===== config.mk =====
export PLATFORM = sky130hd
export DESIGN_NAME = writeback_scheduler_flat
export DESIGN_NICKNAME = d
export VERILOG_FILES = /design/src/rtl/writeback_scheduler_if.sv /design/src/rtl/writeback_scheduler.sv /design/src/flat_wrapper.sv
export SDC_FILE = /design/constraint.sdc
export NUM_CORES = 1
export LEC_CHECK = 0
export ABC_CLOCK_PERIOD_IN_PS = 6500
export CAP_MARGIN = 20
export CORE_MARGIN = 4
export CORE_UTILIZATION = 47
export DETAILED_ROUTE_END_ITERATION = 6
export PLACE_DENSITY = 0.83
export SLEW_MARGIN = 20
export SYNTH_ARGS = -nofsm -noshare
export SYNTH_HDL_FRONTEND = slang
export SYNTH_SLANG_ARGS = --single-unit

===== constraint.sdc =====
create_clock -name i_Clock -period 6.5 [get_ports i_Clock]
set_clock_uncertainty 0.15 [all_clocks]
set_input_delay 1.3 -clock i_Clock [delete_from_list [all_inputs] [get_ports i_Clock]]
set_output_delay 1.3 -clock i_Clock [all_outputs]
set_load 0.005 [all_outputs]

===== src/rtl/writeback_scheduler_if.sv =====
// Writeback handshake bundle between the two result producers (execute, memory)
// and the register-file write scheduler.
interface writeback_scheduler_if;
  logic        i_ExValid;
  logic        o_ExReady;
  logic [4:0]  i_ExRegDest;
  logic [31:0] i_ExData;

  logic        i_MemValid;
  logic        o_MemReady;
  logic [4:0]  i_MemRegDest;
  logic [31:0] i_MemData;

  // Producers drive valid/dest/data and watch ready.
  modport master (
    output i_ExValid, i_ExRegDest, i_ExData,
    output i_MemValid, i_MemRegDest, i_MemData,
    input  o_ExReady, o_MemReady
  );

  modport slave (
    input  i_ExValid, i_ExRegDest, i_ExData,
    input  i_MemValid, i_MemRegDest, i_MemData,
    output o_ExReady, o_MemReady
  );
endinterface


===== src/rtl/writeback_scheduler.sv =====
// Round-robin owner of the integer register file write port, plus the
// pending-destination scoreboard that issue logic consults for RAW/WAW stalls.
module writeback_scheduler (
  input  logic                  i_Clock,
  input  logic                  i_Reset,
  writeback_scheduler_if.slave  wbPort,
  input  logic                  i_IssueValid,
  input  logic [4:0]            i_IssueRegDest,
  input  logic [4:0]            i_CheckRs1,
  input  logic [4:0]            i_CheckRs2,
  input  logic [4:0]            i_CheckRd,
  output logic                  o_Stall,
  output logic                  o_WriteEnable,
  output logic [4:0]            o_RegDest,
  output logic [31:0]           o_DataIn,
  output logic [31:0]           o_Pending,
  output logic                  o_Error
);

  typedef enum logic {
    GRANT_EX  = 1'b0,
    GRANT_MEM = 1'b1
  } grant_e;

  grant_e      r_LastGrant;
  logic [31:0] r_Pending;
  logic        r_ExWaiting;
  logic        r_MemWaiting;

  logic        exGrant;
  logic        memGrant;
  logic        anyGrant;
  logic [4:0]  grantDest;
  logic [31:0] grantData;
  logic        writeNext;

  logic [31:0] clearMask;
  logic [31:0] setMask;
  logic [31:0] pendingNext;
  logic        issueConflict;
  logic        orphanWrite;
  logic        droppedValid;

  function automatic logic isPending(input logic [31:0] pend, input logic [4:0] r);
    return (r != 5'd0) && pend[r];
  endfunction

  // Grant is combinational; held low during reset so no handshake can complete.
  always_comb begin
    // NOTE: every signal assigned here gets a default first so no path leaves it unassigned (no latch).
    exGrant  = 1'b0;
    memGrant = 1'b0;
    if (!i_Reset) begin
      exGrant  = wbPort.i_ExValid  && (!wbPort.i_MemValid || r_LastGrant == GRANT_MEM);
      memGrant = wbPort.i_MemValid && (!wbPort.i_ExValid  || r_LastGrant == GRANT_EX);
    end
    anyGrant  = exGrant || memGrant;
    grantDest = exGrant ? wbPort.i_ExRegDest : wbPort.i_MemRegDest;
    grantData = exGrant ? wbPort.i_ExData    : wbPort.i_MemData;
    writeNext = anyGrant && (grantDest != 5'd0);
  end

  assign wbPort.o_ExReady  = exGrant;
  assign wbPort.o_MemReady = memGrant;

  // The bit being committed this edge clears; a same-edge issue re-sets it.
  always_comb begin
    clearMask = '0;
    setMask   = '0;
    if (o_WriteEnable) clearMask[o_RegDest] = 1'b1;
    if (i_IssueValid && i_IssueRegDest != 5'd0) setMask[i_IssueRegDest] = 1'b1;
    pendingNext    = (r_Pending & ~clearMask) | setMask;
    pendingNext[0] = 1'b0;

    issueConflict = |(r_Pending & ~clearMask & setMask);
    orphanWrite   = writeNext && !r_Pending[grantDest];
    droppedValid  = (r_ExWaiting && !wbPort.i_ExValid) ||
                    (r_MemWaiting && !wbPort.i_MemValid);
  end

  // Sources use the same-edge register-file bypass; the destination does not.
  assign o_Stall =
      (isPending(r_Pending, i_CheckRs1) && !(o_WriteEnable && o_RegDest == i_CheckRs1)) ||
      (isPending(r_Pending, i_CheckRs2) && !(o_WriteEnable && o_RegDest == i_CheckRs2)) ||
       isPending(r_Pending, i_CheckRd);

  assign o_Pending = r_Pending;

  // NOTE: sequential state uses non-blocking assignments so every register samples pre-edge values.
  always_ff @(posedge i_Clock or posedge i_Reset) begin
    if (i_Reset) begin
      r_LastGrant   <= GRANT_MEM;
      r_Pending     <= '0;
      r_ExWaiting   <= 1'b0;
      r_MemWaiting  <= 1'b0;
      o_WriteEnable <= 1'b0;
      o_RegDest     <= '0;
      o_DataIn      <= '0;
      o_Error       <= 1'b0;
    end else begin
      r_Pending     <= pendingNext;
      o_WriteEnable <= writeNext;
      if (writeNext) begin
        o_RegDest <= grantDest;
        o_DataIn  <= grantData;
      end
      if (exGrant)       r_LastGrant <= GRANT_EX;
      else if (memGrant) r_LastGrant <= GRANT_MEM;
      r_ExWaiting  <= wbPort.i_ExValid  && !exGrant;
      r_MemWaiting <= wbPort.i_MemValid && !memGrant;
      o_Error      <= o_Error || issueConflict || orphanWrite || droppedValid;
    end
  end

endmodule


===== src/flat_wrapper.sv =====
// flat-port wrapper written by rule: the top's interface ports become plain ports
module writeback_scheduler_flat 
  (i_Clock, i_Reset, i_IssueValid, i_IssueRegDest, i_CheckRs1, i_CheckRs2, i_CheckRd, o_Stall, o_WriteEnable, o_RegDest, o_DataIn, o_Pending, o_Error, wbPort_i_ExValid, wbPort_i_ExRegDest, wbPort_i_ExData, wbPort_i_MemValid, wbPort_i_MemRegDest, wbPort_i_MemData, wbPort_o_ExReady, wbPort_o_MemReady);
  writeback_scheduler_if wbPort_i ();
  input  logic i_Clock;
  input  logic i_Reset;
  input  logic i_IssueValid;
  input  logic [4:0] i_IssueRegDest;
  input  logic [4:0] i_CheckRs1;
  input  logic [4:0] i_CheckRs2;
  input  logic [4:0] i_CheckRd;
  output logic o_Stall;
  output logic o_WriteEnable;
  output logic [4:0] o_RegDest;
  output logic [31:0] o_DataIn;
  output logic [31:0] o_Pending;
  output logic o_Error;
  input wire logic [$bits(wbPort_i.i_ExValid)-1:0] wbPort_i_ExValid;
  input wire logic [$bits(wbPort_i.i_ExRegDest)-1:0] wbPort_i_ExRegDest;
  input wire logic [$bits(wbPort_i.i_ExData)-1:0] wbPort_i_ExData;
  input wire logic [$bits(wbPort_i.i_MemValid)-1:0] wbPort_i_MemValid;
  input wire logic [$bits(wbPort_i.i_MemRegDest)-1:0] wbPort_i_MemRegDest;
  input wire logic [$bits(wbPort_i.i_MemData)-1:0] wbPort_i_MemData;
  output wire logic [$bits(wbPort_i.o_ExReady)-1:0] wbPort_o_ExReady;
  output wire logic [$bits(wbPort_i.o_MemReady)-1:0] wbPort_o_MemReady;
  assign wbPort_i.i_ExValid = wbPort_i_ExValid;
  assign wbPort_i.i_ExRegDest = wbPort_i_ExRegDest;
  assign wbPort_i.i_ExData = wbPort_i_ExData;
  assign wbPort_i.i_MemValid = wbPort_i_MemValid;
  assign wbPort_i.i_MemRegDest = wbPort_i_MemRegDest;
  assign wbPort_i.i_MemData = wbPort_i_MemData;
  assign wbPort_o_ExReady = wbPort_i.o_ExReady;
  assign wbPort_o_MemReady = wbPort_i.o_MemReady;
  writeback_scheduler u_core (.i_Clock(i_Clock), .i_Reset(i_Reset), .wbPort(wbPort_i), .i_IssueValid(i_IssueValid), .i_IssueRegDest(i_IssueRegDest), .i_CheckRs1(i_CheckRs1), .i_CheckRs2(i_CheckRs2), .i_CheckRd(i_CheckRd), .o_Stall(o_Stall), .o_WriteEnable(o_WriteEnable), .o_RegDest(o_RegDest), .o_DataIn(o_DataIn), .o_Pending(o_Pending), .o_Error(o_Error));
endmodule

==> run_summary.xml <==
<?xml version="1.0" encoding="UTF-8"?>
<metrics>
  <group name="floorplanning">
    <metric name="area_of_the_core" unit="um2">9910</metric>
    <metric name="die_width" unit="um">110</metric>
    <metric name="fp.dieH" unit="um">110</metric>
    <metric name="row_count" unit="">36</metric>
    <metric name="floorplan.die_area" unit="um2">12000</metric>
    <metric name="floorplan.initialDensity" unit="%">49.1</metric>
    <metric name="num_io_pins" unit="">173</metric>
  </group>
  <group name="cells_and_area">
    <metric name="drive_above_1_share" unit="%">9.06</metric>
    <metric name="antenna_cell_count" unit="">0</metric>
    <metric name="layout.nets" unit="">756</metric>
    <metric name="filler_cell_count" unit="">805</metric>
    <metric name="stdcell_count" unit="">795</metric>
    <metric name="layout.core_utilization" unit="%">68.4</metric>
    <metric name="areaGrowthSynthToFinish" unit="%">39.5</metric>
  </group>
  <group name="placement">
    <metric name="gp_congestion" unit="">0.980</metric>
    <metric name="port-buffer-count" unit="">171</metric>
    <metric name="placed_instances" unit="">779</metric>
    <metric name="dp_hpwl" unit="um">12200</metric>
  </group>
  <group name="timing">
    <metric name="final.period_utilization" unit="%">86.8</metric>
    <metric name="hold_viol_final" unit="">0</metric>
    <metric name="fin_crit" unit="ps">5640</metric>
    <metric name="clock.fmax" unit="MHz">177</metric>
    <metric name="worst-slew-pin-transition" unit="ps">987</metric>
    <metric name="worst_hold_slack" unit="ps">329</metric>
    <metric name="maxSlewHeadroom" unit="%">34.2</metric>
    <metric name="slew_violations" unit="">0</metric>
    <metric name="finalSetupViolCount" unit="">0</metric>
    <metric name="grt_setup_unrepaired" unit="">false</metric>
    <metric name="fin_setup_tns" unit="ps">0</metric>
  </group>
  <group name="yosys">
    <metric name="ys_async_sr_fraction" unit="%">100</metric>
    <metric name="synth_cells" unit="">511</metric>
    <metric name="synth_top_family_by_area" unit="">multiplexers</metric>
    <metric name="synth_fa_ha_area_share" unit="%">0</metric>
    <metric name="synth_xor_area_share" unit="%">1.80</metric>
    <metric name="synth.area.top_cells" unit="">dfrtp_1 (37%), mux4_2 (13%), mux2i_1 (8.4%)</metric>
    <metric name="ys.warnings.count" unit="">0</metric>
    <metric name="synthesis.area_per_instance" unit="um2">9.51</metric>
    <metric name="mappedNetlistNets" unit="">610</metric>
    <metric name="synth_top_flop_cell" unit="">dfrtp_1</metric>
    <metric name="synth-seq-area-share" unit="%">37.6</metric>
    <metric name="synthDominantCellAreaShare" unit="%">37.1</metric>
    <metric name="ys_ff_latch" unit="">73</metric>
    <metric name="mappedNetlistArea" unit="um2">4860</metric>
    <metric name="synth.area.mux_share" unit="%">22.3</metric>
    <metric name="synth_top_area_cell" unit="">dfrtp_1</metric>
    <metric name="synthSimpleGateAreaFrac" unit="%">16.0</metric>
    <metric name="synth_edf_count" unit="">0</metric>
    <metric name="synth_compound_gate_area_share" unit="%">17.6</metric>
    <metric name="post_synth_num_cell_types" unit="">52</metric>
  </group>
  <group name="global_route">
    <metric name="met2_grt_util" unit="%">45.0</metric>
    <metric name="grt_most_used_layer" unit="">met2</metric>
    <metric name="groute.layer.met1.usage" unit="%">34.7</metric>
    <metric name="grt_pass1_vias" unit="">4873</metric>
    <metric name="overflow" unit="">0</metric>
    <metric name="grt_use_met3" unit="%">6.52</metric>
    <metric name="antenna_found_initial" unit="">0</metric>
    <metric name="grt_first_pass_wirelength" unit="um">25200</metric>
    <metric name="grt_usage" unit="%">27.6</metric>
    <metric name="pin_count_of_the_biggest_net_entering_global_routing" unit="">75</metric>
  </group>
  <group name="cts">
    <metric name="clk_pin_slew_worst_paths" unit="ps">70</metric>
    <metric name="cts_inserted_buffers" unit="">9</metric>
    <metric name="clock_path_buffers" unit="">2</metric>
    <metric name="ctsRootBufferMaster" unit="">clkbuf_8</metric>
    <metric name="worst_skew_late_latency" unit="ps">350</metric>
    <metric name="number_of_cells_upsized_or_downsized_after_cts" unit="">0</metric>
    <metric name="htreeDepth" unit="">3</metric>
    <metric name="tritoncts_num_sinks" unit="">73</metric>
    <metric name="cts_hold_buf" unit="">0</metric>
    <metric name="tritoncts" unit="">built</metric>
    <metric name="cts_setup_buffers" unit="">0</metric>
  </group>
  <group name="job">
    <metric name="drv.max_cap_violation_count" unit="">0</metric>
  </group>
  <group name="pwr">
    <metric name="power.share.clock" unit="%">17.9</metric>
    <metric name="seq_power_share" unit="%">43.4</metric>
    <metric name="netSwitchingFraction" unit="%">37.9</metric>
    <metric name="static-leakage-power" unit="nW">2.76</metric>
    <metric name="cellInternalPower" unit="mW">1.16</metric>
    <metric name="ir_worst_vdd" unit="uV">127</metric>
    <metric name="power.combinational.fraction" unit="%">38.7</metric>
    <metric name="net_switching_power_figure" unit="uW">709</metric>
    <metric name="power.density" unit="nW/um2">276</metric>
    <metric name="design_power_total" unit="mW">1.87</metric>
  </group>
  <group name="critical_path">
    <metric name="endpoint_kind" unit="">output pin</metric>
    <metric name="critical_path.cell_chain" unit="">clkdlybuf4s50_1 &gt; mux4_2 &gt; mux4_2 &gt; mux2i_1 &gt; a31oi_1 &gt; or3_1 &gt; clkdlybuf4s50_1</metric>
    <metric name="standard_cell_with_the_maximum_stage_delay_on_the_critical_path" unit="">clkdlybuf4s50_1</metric>
    <metric name="worstPathArrival" unit="ps">4190</metric>
    <metric name="crit_type" unit="">in -&gt; out</metric>
    <metric name="biggest_cell_delay_along_the_critical_path" unit="ps">830</metric>
    <metric name="critPathMaxFanout" unit="">10</metric>
    <metric name="setup.worst_path.start_class" unit="">input pin</metric>
    <metric name="cp_data_required_time" unit="ps">5050</metric>
  </group>
  <group name="drt">
    <metric name="wirelength" unit="um">16500</metric>
    <metric name="avg_wl_per_cell" unit="um">20.8</metric>
    <metric name="remaining_drc_errors" unit="">0</metric>
    <metric name="drt_iter0_markers" unit="">508</metric>
    <metric name="drt.antenna.violating_nets" unit="">0</metric>
    <metric name="drt-vias-per-instance" unit="">6.18</metric>
    <metric name="via_count" unit="">4912</metric>
    <metric name="first_pass_iters" unit="">7</metric>
  </group>
  <group name="worst_hold_path">
    <metric name="min-delay-path-class" unit="">reg -&gt; reg</metric>
  </group>
  <group name="status">
    <metric name="outcome" unit="">completed</metric>
  </group>
</metrics>
## cell usage after synthesis, drive strengths merged, types with 3 or more instances
| cell type | n |
|---|---|
| o2111ai | 18 |
| or3 | 4 |
| or3b | 4 |
| a211oi | 7 |
| dfrtp | 72 |
| a311oi | 3 |
| clkbuf | 27 |
| xor2 | 8 |
| nand2 | 103 |
| nand3 | 7 |
| nor4 | 4 |
| o21ai | 83 |
| nor3b | 4 |
| mux2 | 6 |
| a31oi | 4 |
| nand4 | 3 |
| mux4 | 27 |
| nand2b | 4 |
| mux2i | 41 |
| a21oi | 3 |
| and3b | 5 |
| o22ai | 5 |
| inv | 12 |
| nand3b | 7 |
| and3 | 6 |
| buf | 13 |
| nor2 | 5 |
## layer usage
metal	vias to the layer above	part of all wire, %
met1	2322	36
met3	64	11
met4	0	3.8
met5	-	0
li1	2198	-
met2	328	49
## state kept, by name (all words and copies together), names as in the netlist
signal and count:
u_core.o_DataIn 32, u_core.r_MemWaiting 1, u_core.r_ExWaiting 1, u_core.o_Pending 31, u_core.o_RegDest 5, u_core.r_LastGrant 1
u_core.o_WriteEnable 1, u_core.o_Error 1
## layout make-up
cell class | count | area [um2] | share of cell area (%)
multi-input cells | 386 | 2810 | 41.5
flip-flops and latches | 73 | 1830 | 27.0
repair buffers | 175 | 1740 | 25.7
well taps | 133 | 166 | 2.45
clock buffers | 9 | 124 | 1.83
clock inverters | 7 | 61.3 | 0.904
inverters | 12 | 45.0 | 0.664
## metrics by stage
stage          setup slack (ps)  cell area (um2)
6_report                    856             6780
2_1_floorplan              1800             4860
5_1_grt                     683             6780
4_1_cts                     826             6780
3_5_place_dp                830             6590
3_3_place_gp                898             6590
## power groups by stage
stage / combinational [mW] / sequential (mW) / clock [mW]
floorplan: 0.367 / 0.691 / 0
global placement: 0.701 / 0.794 / 0
detailed placement: 0.722 / 0.800 / 0
CTS: 0.726 / 0.791 / 0.344
global route: 0.786 / 0.816 / 0.366
finish: 0.724 / 0.812 / 0.334
## cell usage in the layout, fill, tap and decap left out, types with 2 or more instances in the layout
cell type,netlist,final
nor2_1,5,5
a2111o_1,2,2
clkinvlp_4,0,2
buf_4,2,4
clkbuf_8,0,9
o22ai_1,5,5
and3b_1,5,5
nand2_1,103,102
nand3b_1,7,7
nand3_1,7,7
o21ai_0,81,81
a21boi_0,2,2
and3_1,6,6
mux2_2,6,6
clkdlybuf4s50_1,0,171
nand2b_1,4,4
o21ai_1,2,2
inv_1,12,11
a21oi_1,3,3
or3b_2,3,3
mux2i_1,41,41
a211oi_1,7,7
dfrtp_1,72,72
nor4_1,4,4
xnor2_1,2,2
a31oi_1,4,4
o2111ai_1,18,18
inv_6,0,4
nor3_1,2,2
nor3b_1,4,4
a2111oi_0,2,2
nand4_1,3,3
mux4_2,27,27
or3_1,4,4
xor2_1,8,8
a311oi_1,3,3
## worst max-delay path, delay by kind of cell
kind	cells	cell delay [ps]
compound gates	1	60
simple gates	1	380
mux	3	1180
buf+inv	2	1280
## worst paths after layout
| check | start | endpoint | slack (ps) | cells past startpoint |
|---|---|---|---|---|
| max | i_CheckRs2[0] | o_Stall | 860 | 7 |
| min | u_core.o_DataIn[17] | u_core.o_DataIn[17] | 330 | 2 |
| max reg2reg | u_core.r_LastGrant | u_core.o_DataIn[15] | 3090 | 8 |
| min reg2reg | u_core.o_DataIn[17] | u_core.o_DataIn[17] | 330 | 2 |
| max in group asynchronous | i_Reset | u_core.o_Pending[21] | 4140 | 3 |
| min in group asynchronous | i_Reset | u_core.o_DataIn[5] | 1450 | 3 |
## logic make-up (layout without fill, tap and decap cells)
group           count (synthesis)  after routing
other cells                     1              1
mux                            74             74
simple gates                  163            163
buf+inv                        52            203
compound gates                138            138
flops                          73             73
xor+xnor                       10             10
Power figures use the tool's default switching activity.
